File: config.mk
export PLATFORM = sky130hd
export DESIGN_NAME = req_sync_arbiter
export DESIGN_NICKNAME = d
export VERILOG_FILES = /design/src/rtl/req_sync_arbiter_pkg.sv /design/src/rtl/req_sync_arbiter_sync.sv /design/src/rtl/req_sync_arbiter.sv
export SDC_FILE = /design/constraint.sdc
export NUM_CORES = 1
export LEC_CHECK = 0
export ABC_AREA = 0
export BUFFER_PORTS_ARGS = -buffer_cell sky130_fd_sc_hd__buf_4
export CAP_MARGIN = 5
export CORE_ASPECT_RATIO = 1.25
export CORE_UTILIZATION = 49
export DETAILED_ROUTE_END_ITERATION = 6
export PLACE_DENSITY = 0.78
export SLEW_MARGIN = 20
export SYNTH_ARGS = -nofsm -noshare
export SYNTH_HDL_FRONTEND = slang
export SYNTH_HIERARCHICAL = 1
export SYNTH_SLANG_ARGS = --single-unit
File: constraint.sdc
create_clock -name i_clk -period 2.85 [get_ports i_clk]
set_clock_uncertainty 0.05 [all_clocks]
set_input_delay 0.285 -clock i_clk [delete_from_list [all_inputs] [get_ports i_clk]]
set_output_delay 0.285 -clock i_clk [all_outputs]
set_load 0.01 [all_outputs]
File: src/rtl/req_sync_arbiter_pkg.sv
// ---------------------------------------------------------------------------
// req_sync_arbiter_pkg
// Shared types and the round-robin selection helper for req_sync_arbiter.
//   arb_state_t : two-state arbiter FSM encoding (idle / grant outstanding)
//   rr_pick_t   : result of a round-robin search (valid flag + index)
//   rr_pick()   : first set bit of a pending vector, searching upward from
//                 (last + 1) mod n with wrap-around
// Vectors are carried at MAX_N width so one function serves any N <= MAX_N.
// ---------------------------------------------------------------------------
package req_sync_arbiter_pkg;

   localparam int MAX_N     = 32;
   localparam int MAX_IDX_W = 5;

   typedef enum logic {
      ST_IDLE,
      ST_GRANT
   } arb_state_t;

   typedef struct packed {
      logic                 valid;
      logic [MAX_IDX_W-1:0] idx;
   } rr_pick_t;

   // The loop bound is the constant MAX_N so the search unrolls to fixed
   // hardware; candidates beyond the live requester count are masked off.
   function automatic rr_pick_t rr_pick(input logic [MAX_N-1:0]     pend,
                                        input logic [MAX_IDX_W-1:0] last,
                                        input int unsigned          n);
      rr_pick_t    res;
      int unsigned cand;
      res = '0;
      for (int unsigned i = 1; i <= MAX_N; i++) begin
         // last < n and i <= n, so a single subtraction performs the wrap.
         cand = 32'(last) + i;
         if (cand >= n) cand = cand - n;
         if (i <= n && !res.valid && pend[cand[MAX_IDX_W-1:0]]) begin
            res.valid = 1'b1;
            res.idx   = cand[MAX_IDX_W-1:0];
         end
      end
      return res;
   endfunction

endpackage

File: src/rtl/req_sync_arbiter_sync.sv
// ---------------------------------------------------------------------------
// sync_chain
// Plain flop-chain synchronizer bringing one asynchronous level into the
// i_clk domain. Every stage is its own register with nothing in between.
//   i_clk : sampling clock (rising edge)
//   i_rst : synchronous active-high reset, clears every stage
//   i_d   : asynchronous input level
//   o_q   : synchronized level (last stage)
// ---------------------------------------------------------------------------
module sync_chain #(
   parameter int STAGES = 2
) (
   input  logic i_clk,
   input  logic i_rst,
   input  logic i_d,
   output logic o_q
);

   logic [STAGES-1:0] sync_q;
   logic [STAGES-1:0] sync_d;

   // Pure wiring: stage j+1 takes stage j, stage 0 takes the raw input.
   always_comb sync_d = {sync_q[STAGES-2:0], i_d};

   // NOTE: non-blocking assignment keeps every stage a distinct flop; a
   // blocking assignment here would let the input race straight through.
   always_ff @(posedge i_clk) begin
      if (i_rst) sync_q <= '0;
      else       sync_q <= sync_d;
   end

   assign o_q = sync_q[STAGES-1];

endmodule

File: src/rtl/req_sync_arbiter.sv
// ---------------------------------------------------------------------------
// req_sync_arbiter
// Round-robin arbiter for N asynchronous requesters sharing one resource.
// Each request is synchronized, rising-edge detected and latched as a pending
// event; events are granted one at a time and held until i_done.
//   i_clk     : clock, all flops on rising edge
//   i_rst     : synchronous active-high reset
//   i_req     : [N] asynchronous request levels, a rising edge is one event
//   i_done    : resource finished the current grant (only looked at in GRANT)
//   o_gnt     : [N] registered one-hot grant, zero when idle
//   o_gnt_idx : [IDX_W] index of the granted requester, zero when idle
//   o_busy    : grant outstanding
//   o_pend    : [N] latched pending events
// IDX_W is derived from N and is not meant to be overridden; N <= 32.
// ---------------------------------------------------------------------------
module req_sync_arbiter
   import req_sync_arbiter_pkg::*;
#(
   parameter int N           = 4,
   parameter int SYNC_STAGES = 2,
   parameter int IDX_W       = $clog2(N)
) (
   input  logic             i_clk,
   input  logic             i_rst,
   input  logic [N-1:0]     i_req,
   input  logic             i_done,
   output logic [N-1:0]     o_gnt,
   output logic [IDX_W-1:0] o_gnt_idx,
   output logic             o_busy,
   output logic [N-1:0]     o_pend
);

   logic [N-1:0] s_req;
   logic [N-1:0] rise;

   arb_state_t       state_q,     state_d;
   logic [IDX_W-1:0] last_q,      last_d;
   logic [N-1:0]     pend_q,      pend_d;
   logic [N-1:0]     gnt_q,       gnt_d;
   logic [IDX_W-1:0] gnt_idx_q,   gnt_idx_d;
   logic             busy_q,      busy_d;
   logic [N-1:0]     s_req_dly_q, s_req_dly_d;

   logic [N-1:0]     issue_mask;
   logic [MAX_N-1:0] pend_ext;
   rr_pick_t         pick;
   logic             pick_unused;

   for (genvar k = 0; k < N; k++) begin : g_sync
      sync_chain #(.STAGES(SYNC_STAGES)) u_sync (
         .i_clk (i_clk),
         .i_rst (i_rst),
         .i_d   (i_req[k]),
         .o_q   (s_req[k])
      );
   end

   // One event per low-to-high transition of the synchronized level.
   assign rise = s_req & ~s_req_dly_q;

   // Index bits above IDX_W are always zero for a valid N.
   assign pick_unused = ^pick;

   // NOTE: every variable written here gets a default first, so no path
   // leaves one unassigned and no latch is inferred.
   always_comb begin
      state_d     = state_q;
      last_d      = last_q;
      gnt_d       = gnt_q;
      gnt_idx_d   = gnt_idx_q;
      busy_d      = busy_q;
      issue_mask  = '0;
      s_req_dly_d = s_req;
      pend_ext    = '0;
      pend_ext[N-1:0] = pend_q;
      pick        = rr_pick(pend_ext, MAX_IDX_W'(last_q), unsigned'(N));

      case (state_q)
         ST_IDLE: begin
            if (pick.valid) begin
               issue_mask[pick.idx[IDX_W-1:0]] = 1'b1;
               gnt_d     = '0;
               gnt_d[pick.idx[IDX_W-1:0]] = 1'b1;
               gnt_idx_d = pick.idx[IDX_W-1:0];
               busy_d    = 1'b1;
               state_d   = ST_GRANT;
            end
         end
         ST_GRANT: begin
            if (i_done) begin
               last_d    = gnt_idx_q;
               gnt_d     = '0;
               gnt_idx_d = '0;
               busy_d    = 1'b0;
               state_d   = ST_IDLE;
            end
         end
      endcase

      // Set wins over clear: a fresh rise on the bit being granted re-queues it.
      pend_d = (pend_q & ~issue_mask) | rise;
   end

   always_ff @(posedge i_clk) begin
      if (i_rst) begin
         state_q     <= ST_IDLE;
         last_q      <= IDX_W'(N - 1);   // requester 0 searched first
         pend_q      <= '0;
         gnt_q       <= '0;
         gnt_idx_q   <= '0;
         busy_q      <= 1'b0;
         s_req_dly_q <= '0;
      end else begin
         state_q     <= state_d;
         last_q      <= last_d;
         pend_q      <= pend_d;
         gnt_q       <= gnt_d;
         gnt_idx_q   <= gnt_idx_d;
         busy_q      <= busy_d;
         s_req_dly_q <= s_req_dly_d;
      end
   end

   assign o_gnt     = gnt_q;
   assign o_gnt_idx = gnt_idx_q;
   assign o_busy    = busy_q;
   assign o_pend    = pend_q;

endmodule
======== After elaboration in Yosys (flattened, before gate mapping) ========
Cells that the tools add are included.
word-level totals
  bits in registers ....................... 26
  output and inout bits ................... 11
cells by class
  order comparisons ....................... 10
  add/sub/neg operators ................... 8
  mux-type cells .......................... 32
  eq/ne operators ......................... 2
  reductions and logical operators ........ 9
  bitwise operators ....................... 6
operators with widths
  cell                                                                number
  less-than comparator 5 x 6 -> 1 bit (second input constant)         4
  two-way mux 6 bit                                                   4
  binary-select mux 1 bit (select 5 bit)                              4
  two-way mux 5 bit                                                   4
  two-way mux 4 bit                                                   4
  subtractor 3 x 3 -> 4 bit (second input constant)                   3
  greater-or-equal comparator 3 bit (second input constant)           3
  two-way mux 1 bit                                                   9
  bitwise AND 4 bit                                                   2
  inverter 4 bit                                                      2
  case mux 4 bit (2 select lines)                                     1
  adder 2 x 2 -> 3 bit (second input constant)                        2
  subtractor 4 x 3 -> 5 bit (second input constant)                   1
  adder 2 x 3 -> 4 bit (second input constant)                        1
  greater-or-equal comparator 4 x 3 -> 1 bit (second input constant)  1
  logical AND 1 bit                                                   4
  two-way mux 2 bit                                                   2
  != test 2 bit (second input constant)                               2
  bitwise OR 4 bit                                                    1
  case mux 1 bit (2 select lines)                                     2
  case mux 2 bit (2 select lines)                                     1
  AND reduction 2 bit                                                 2
  adder 2 x 1 -> 3 bit (second input constant)                        1
  logical NOT 1 bit                                                   3
  other kinds (4)                                                     4

======== Logic depth before layout (Yosys ltp) ========
  word-level depth ........................ 24
  depth in mapped cells ................... 9

======== Cells and area by module ========
Netlist, hierarchy kept.
by module, submodules not included
  module            cells each  times used  area each (um2)
  req_sync_arbiter  106         1           1049.8
  sync_chain        4           4           52.6

======== Least setup slack after synthesis ========
No wires, ideal clock.
  kind .................................... register -> register
  start point ............................. register last_q[0]
  end point ............................... register pend_q[1] (netlist: o_pend[1])
  period minus slack after synthesis ...... 2.609 ns
  data arrival time ....................... 2.442 ns
  stages on the path, launching flop included .. 10
  data required time ...................... 2.683 ns
  setup time .............................. 0.117 ns
  setup slack ............................. 0.241 ns
  path through ............................ dfxtp_1 > buf_6 > inv_1 > ha_1 > a21bo_2 > a2bb2oi_1 > nand4_2 > o32ai_4 > or3b_1 > a32o_1
on the way
  cells in the longest elaborated chain, start to end .. 24
  elaborated cells on any way between the ends .. 44
  those cells by class .................... 8 x add/sub; 6 x order compare; 20 x mux; 3 x bitwise; 7 x reduce/logical
RTL lines
  what                                                                                   RTL line                    RTL
  start: declaration                                                                     req_sync_arbiter.sv:37      logic [IDX_W-1:0] last_q, last_d;
  start signal: assignment                                                               req_sync_arbiter.sv:107     last_q <= IDX_W'(N - 1);
  start signal: assignment                                                               req_sync_arbiter.sv:115     last_q <= last_d;
  adder 2 x 1 -> 3 bit                                                                   req_sync_arbiter_pkg.sv:35  cand = 32'(last) + i;
  subtractor 3 x 3 -> 4 bit / greater-or-equal comparator 3 bit (equally long branches)  req_sync_arbiter_pkg.sv:36  if (cand >= n) cand = cand - n;
  two-way mux 5 bit                                                                      req_sync_arbiter_pkg.sv:36
  binary-select mux 1 bit (select 5 bit)                                                 req_sync_arbiter_pkg.sv:37  if (i <= n && !res.valid && pend[cand[MAX_IDX_W-1:0]]) begin
  two-way mux 1 bit (implied by the code)                                                req_sync_arbiter_pkg.sv:37
  two-way mux 6 bit                                                                      req_sync_arbiter_pkg.sv:37
  logical NOT 1 bit                                                                      req_sync_arbiter_pkg.sv:37
  logical AND 1 bit                                                                      req_sync_arbiter_pkg.sv:37
  [8 not listed]                                                                         n/a
  logical AND 1 bit (implied by the code)                                                req_sync_arbiter.sv:81      issue_mask[pick.idx[IDX_W-1:0]] = 1'b1;
  two-way mux 1 bit (implied by the code)                                                req_sync_arbiter.sv:81
  demux 1 bit (select 2 bit)                                                             req_sync_arbiter.sv:81
  two-way mux 4 bit (*)                                                                  req_sync_arbiter.sv:80      if (pick.valid) begin
  two-way mux 4 bit (*)                                                                  req_sync_arbiter.sv:78      case (state_q)
  inverter 4 bit (*)                                                                     req_sync_arbiter.sv:101     pend_d = (pend_q & ~issue_mask) | rise;
  bitwise AND 4 bit (*)                                                                  req_sync_arbiter.sv:101
  bitwise OR 4 bit (*)                                                                   req_sync_arbiter.sv:101
  end signal: assignment                                                                 req_sync_arbiter.sv:116     pend_q <= pend_d;
  end: declaration                                                                       req_sync_arbiter.sv:38      logic [N-1:0] pend_q, pend_d;
Every way passes the cells marked *; elsewhere a longest branch is shown, timed or not. The select of a mux whose other input is x is not followed.
A chain may end at the register's enable or synchronous reset.

======== Worst setup path in the final report ========
  start point ............................. register last_q[1]
  end point ............................... register pend_q[1] (netlist: o_pend[1])
Same word-level chain as after synthesis.

==> metrics.md <==
| Metric | Value |
|---|---|
| Status | finished clean |
| Number of global-route vias before repair | 893 |
| Synth-to-Final Area Change | 18.5% |
| Setup bufs post-CTS | 0 |
| Critical Path AT | 2.70 ns |
| Clock share of power | 24.4% |
| RSZ-0062 raised after global routing | no |
| Synth cell types | 45 |
| Pleak | 0.640 nW |
| Die footprint | 0.00278 mm2 |
| Clk Latency, worst-skew pair | 0.32 ns |
| Flip-flop and latch count after synthesis | 26 |
| Internal power | 0.702 mW |
| Final hold vios | 0 |
| Drt total wl | 2510 um |
| GPL Wtd Cong | 0.950 |
| Grt total ovfl | 0 |
| Max-slew violations | 0 |
| Num CTS Buffers | 3 |
| Initial antenna violation count | 0 |
| Top Ports | 18 |
| GRT Overall Usage | 20.9% |
| CP endpoint kind | flip-flop |
| CTS H-tree lvls | 1 |
| Wire per inst | 14.2 um |
| DPL Wire Length | 1920 um |
| Initial DRT Pass Iterations | 4 |
| Final Net Count | 157 |
| Sink Count | 26 |
| Post_cts resized | 0 |
| Largest net degree at the start of global routing | 18 |
| Max VDD drop | 0.560 mV |
| Net Sw Frac | 31.4% |
| Worst slew margin relative to its limit | 68.3% |
| Chip Width | 47.4 um |
| Type of the tightest min-delay check | input port to flip-flop |
| Vias per inst | 5.65 |
| Rows | 20 |
| Ant diodes | 0 |
| Clock Tree Root | clkbuf_4 |
| First-pass GRT wire length | 4130 um |
| Iteration-0 DRC Markers | 22 |
| Psw | 0.321 mW |
| Layout cells sized above 1 | 27.1% |
| Synthesized Nets | 134 |
| Least-Margin Pin Slew | 0.472 ns |
| DRC viols | 0 |
| Number of port buffers | 17 |
| CTS tree | yes |
| Antenna-violating nets left | 0 |
| CP Class | flip-flop to flip-flop |
| Total negative slack | 0 ns |
| Core Region | 0.00243 mm2 |
| Syn Area/Cell | 10.3 um2 |
| Sequential share of power | 42.8% |
| Starting Density | 51.9% |
| Worst-path clk slew | 0.14 ns |
| Pwr/cell area | 685 mW/mm2 |
| CTS max path bufs | 2 |
| Worst hold slack | 0.112 ns |
| Commonest non-fill, non-tap cell in the layout | dfxtp_1 |
| Min Tclk post-route | 2.52 ns |
| Most used DFF post-synth | dfxtp_1 |
| Max_cap viols | 0 |
| Ys async rst share | 0% |
| Max frequency | 397 MHz |
| Yosys warns | 6 |
| Worst path required time | 3.03 ns |
| Post-CTS Hold Buffers | 0 |
| Post-synth EDFFs | 0 |
| Vias post-DR | 1000 |
| Syn Inst Count | 122 |
| Worst-path maximum fanout | 8 |
| Commonest non-fill, non-tap cells in the layout | 26 x dfxtp_1, 21 x buf_4, 12 x nor2b_1 |
| Mapped Area | 0.00126 mm2 |
| Crit share post-route | 88.3% |
| Startpoint Class | flip-flop |
| Seq/Total Area, Yosys | 41.3% |
| Power share of the combinational group | 32.8% |
| Layout Cells excl Fill | 177 |
| Placed insts | 173 |
| Die H | 58.7 um |
| Final setup violation count | 0 |
synthesized netlist by cell type, types with 2 or more instances:
| cell type | number | area (um2) |
|---|---|---|
| nand3_1 | 5 | 25.0 |
| a21oi_1 | 3 | 15.0 |
| inv_1 | 5 | 18.8 |
| nor2b_1 | 12 | 75.1 |
| or3_1 | 2 | 12.5 |
| nand2b_1 | 3 | 18.8 |
| dfxtp_1 | 26 | 521 |
| clkbuf_1 | 2 | 7.51 |
| nor3_1 | 2 | 10.0 |
| a22o_1 | 4 | 35.0 |
| nor2_1 | 7 | 26.3 |
| o31ai_1 | 2 | 15.0 |
| ha_1 | 5 | 62.6 |
| o211ai_1 | 2 | 15.0 |
| nand2_1 | 7 | 26.3 |
| mux2i_1 | 4 | 40.0 |
| a2bb2oi_1 | 3 | 26.3 |
worst paths after layout:
check	from	to	slack [ns]	cells after the start
min	i_req[1]	g_sync[1].u_sync/sync_q[0]	0.11	2
max reg2reg	last_q[1]	o_pend[1]	0.33	8
max	last_q[1]	o_pend[1]	0.33	8
min reg2reg	s_req_dly_q[3]	o_pend[3]	0.37	1
logic make-up after synthesis:
kind of cell / synth area share (%)
compound gates: 21.6
fa+ha+maj: 4.97
buf+inv: 3.28
flops: 41.3
mux: 8.14
simple gates: 20.7
power groups by stage:
| stage | registers (mW) | logic, mW | clock network [mW] |
|---|---|---|---|
| after floorplan | 0.444 | 0.230 | 0 |
| after global placement | 0.444 | 0.329 | 0 |
| after detailed placement | 0.445 | 0.334 | 0 |
| after CTS | 0.436 | 0.336 | 0.253 |
| after global routing | 0.442 | 0.368 | 0.269 |
| final | 0.437 | 0.335 | 0.250 |
cell type report:
cell class                 count  area (um2)
tap                           33        41.3
clock buffer                   3        22.5
timing repair buffer          21         158
inverter                       6        22.5
multi-input combinational     87         698
clock inverter                 1        30.0
fill                         223         935
sequential                    26         520
per-layer routing:
metal	global-route usage, %	wire length, um	vias up
met5	0	0	-
met4	8.16	33	0
met3	3.07	68	5
met2	34.2	1310	25
met1	26.8	1100	478
li1	-	-	492
worst max-delay path: stages, from the launching register on:
cell and delay [ns]:
dfxtp_1 0.36, inv_1 0.10, ha_1 0.38, a21bo_2 0.25, a2bb2oi_1 0.26, nand4_2 0.22
o32ai_4 0.18, or3b_1 0.37, a32o_1 0.26
metrics by stage:
stage               cell area, um2  power [mW]  util [%]  setup slack [ns]
global route                  1490        1.08      61.5             0.203
floorplan                     1260       0.674         -             0.241
global placement              1440       0.774      59.3             0.384
CTS                           1490        1.02      61.5             0.342
detailed placement            1440       0.779      59.3             0.368
finish                        1490        1.02      61.5             0.333
state kept, by name (all words and copies together), names as in the netlist:
register / count
last_q: 2
o_gnt: 4
o_gnt_idx: 2
g_sync.u_sync/sync_q: 8
s_req_dly_q: 4
state_q: 1
o_pend: 4
o_busy: 1
Power figures use the tool's default switching activity.
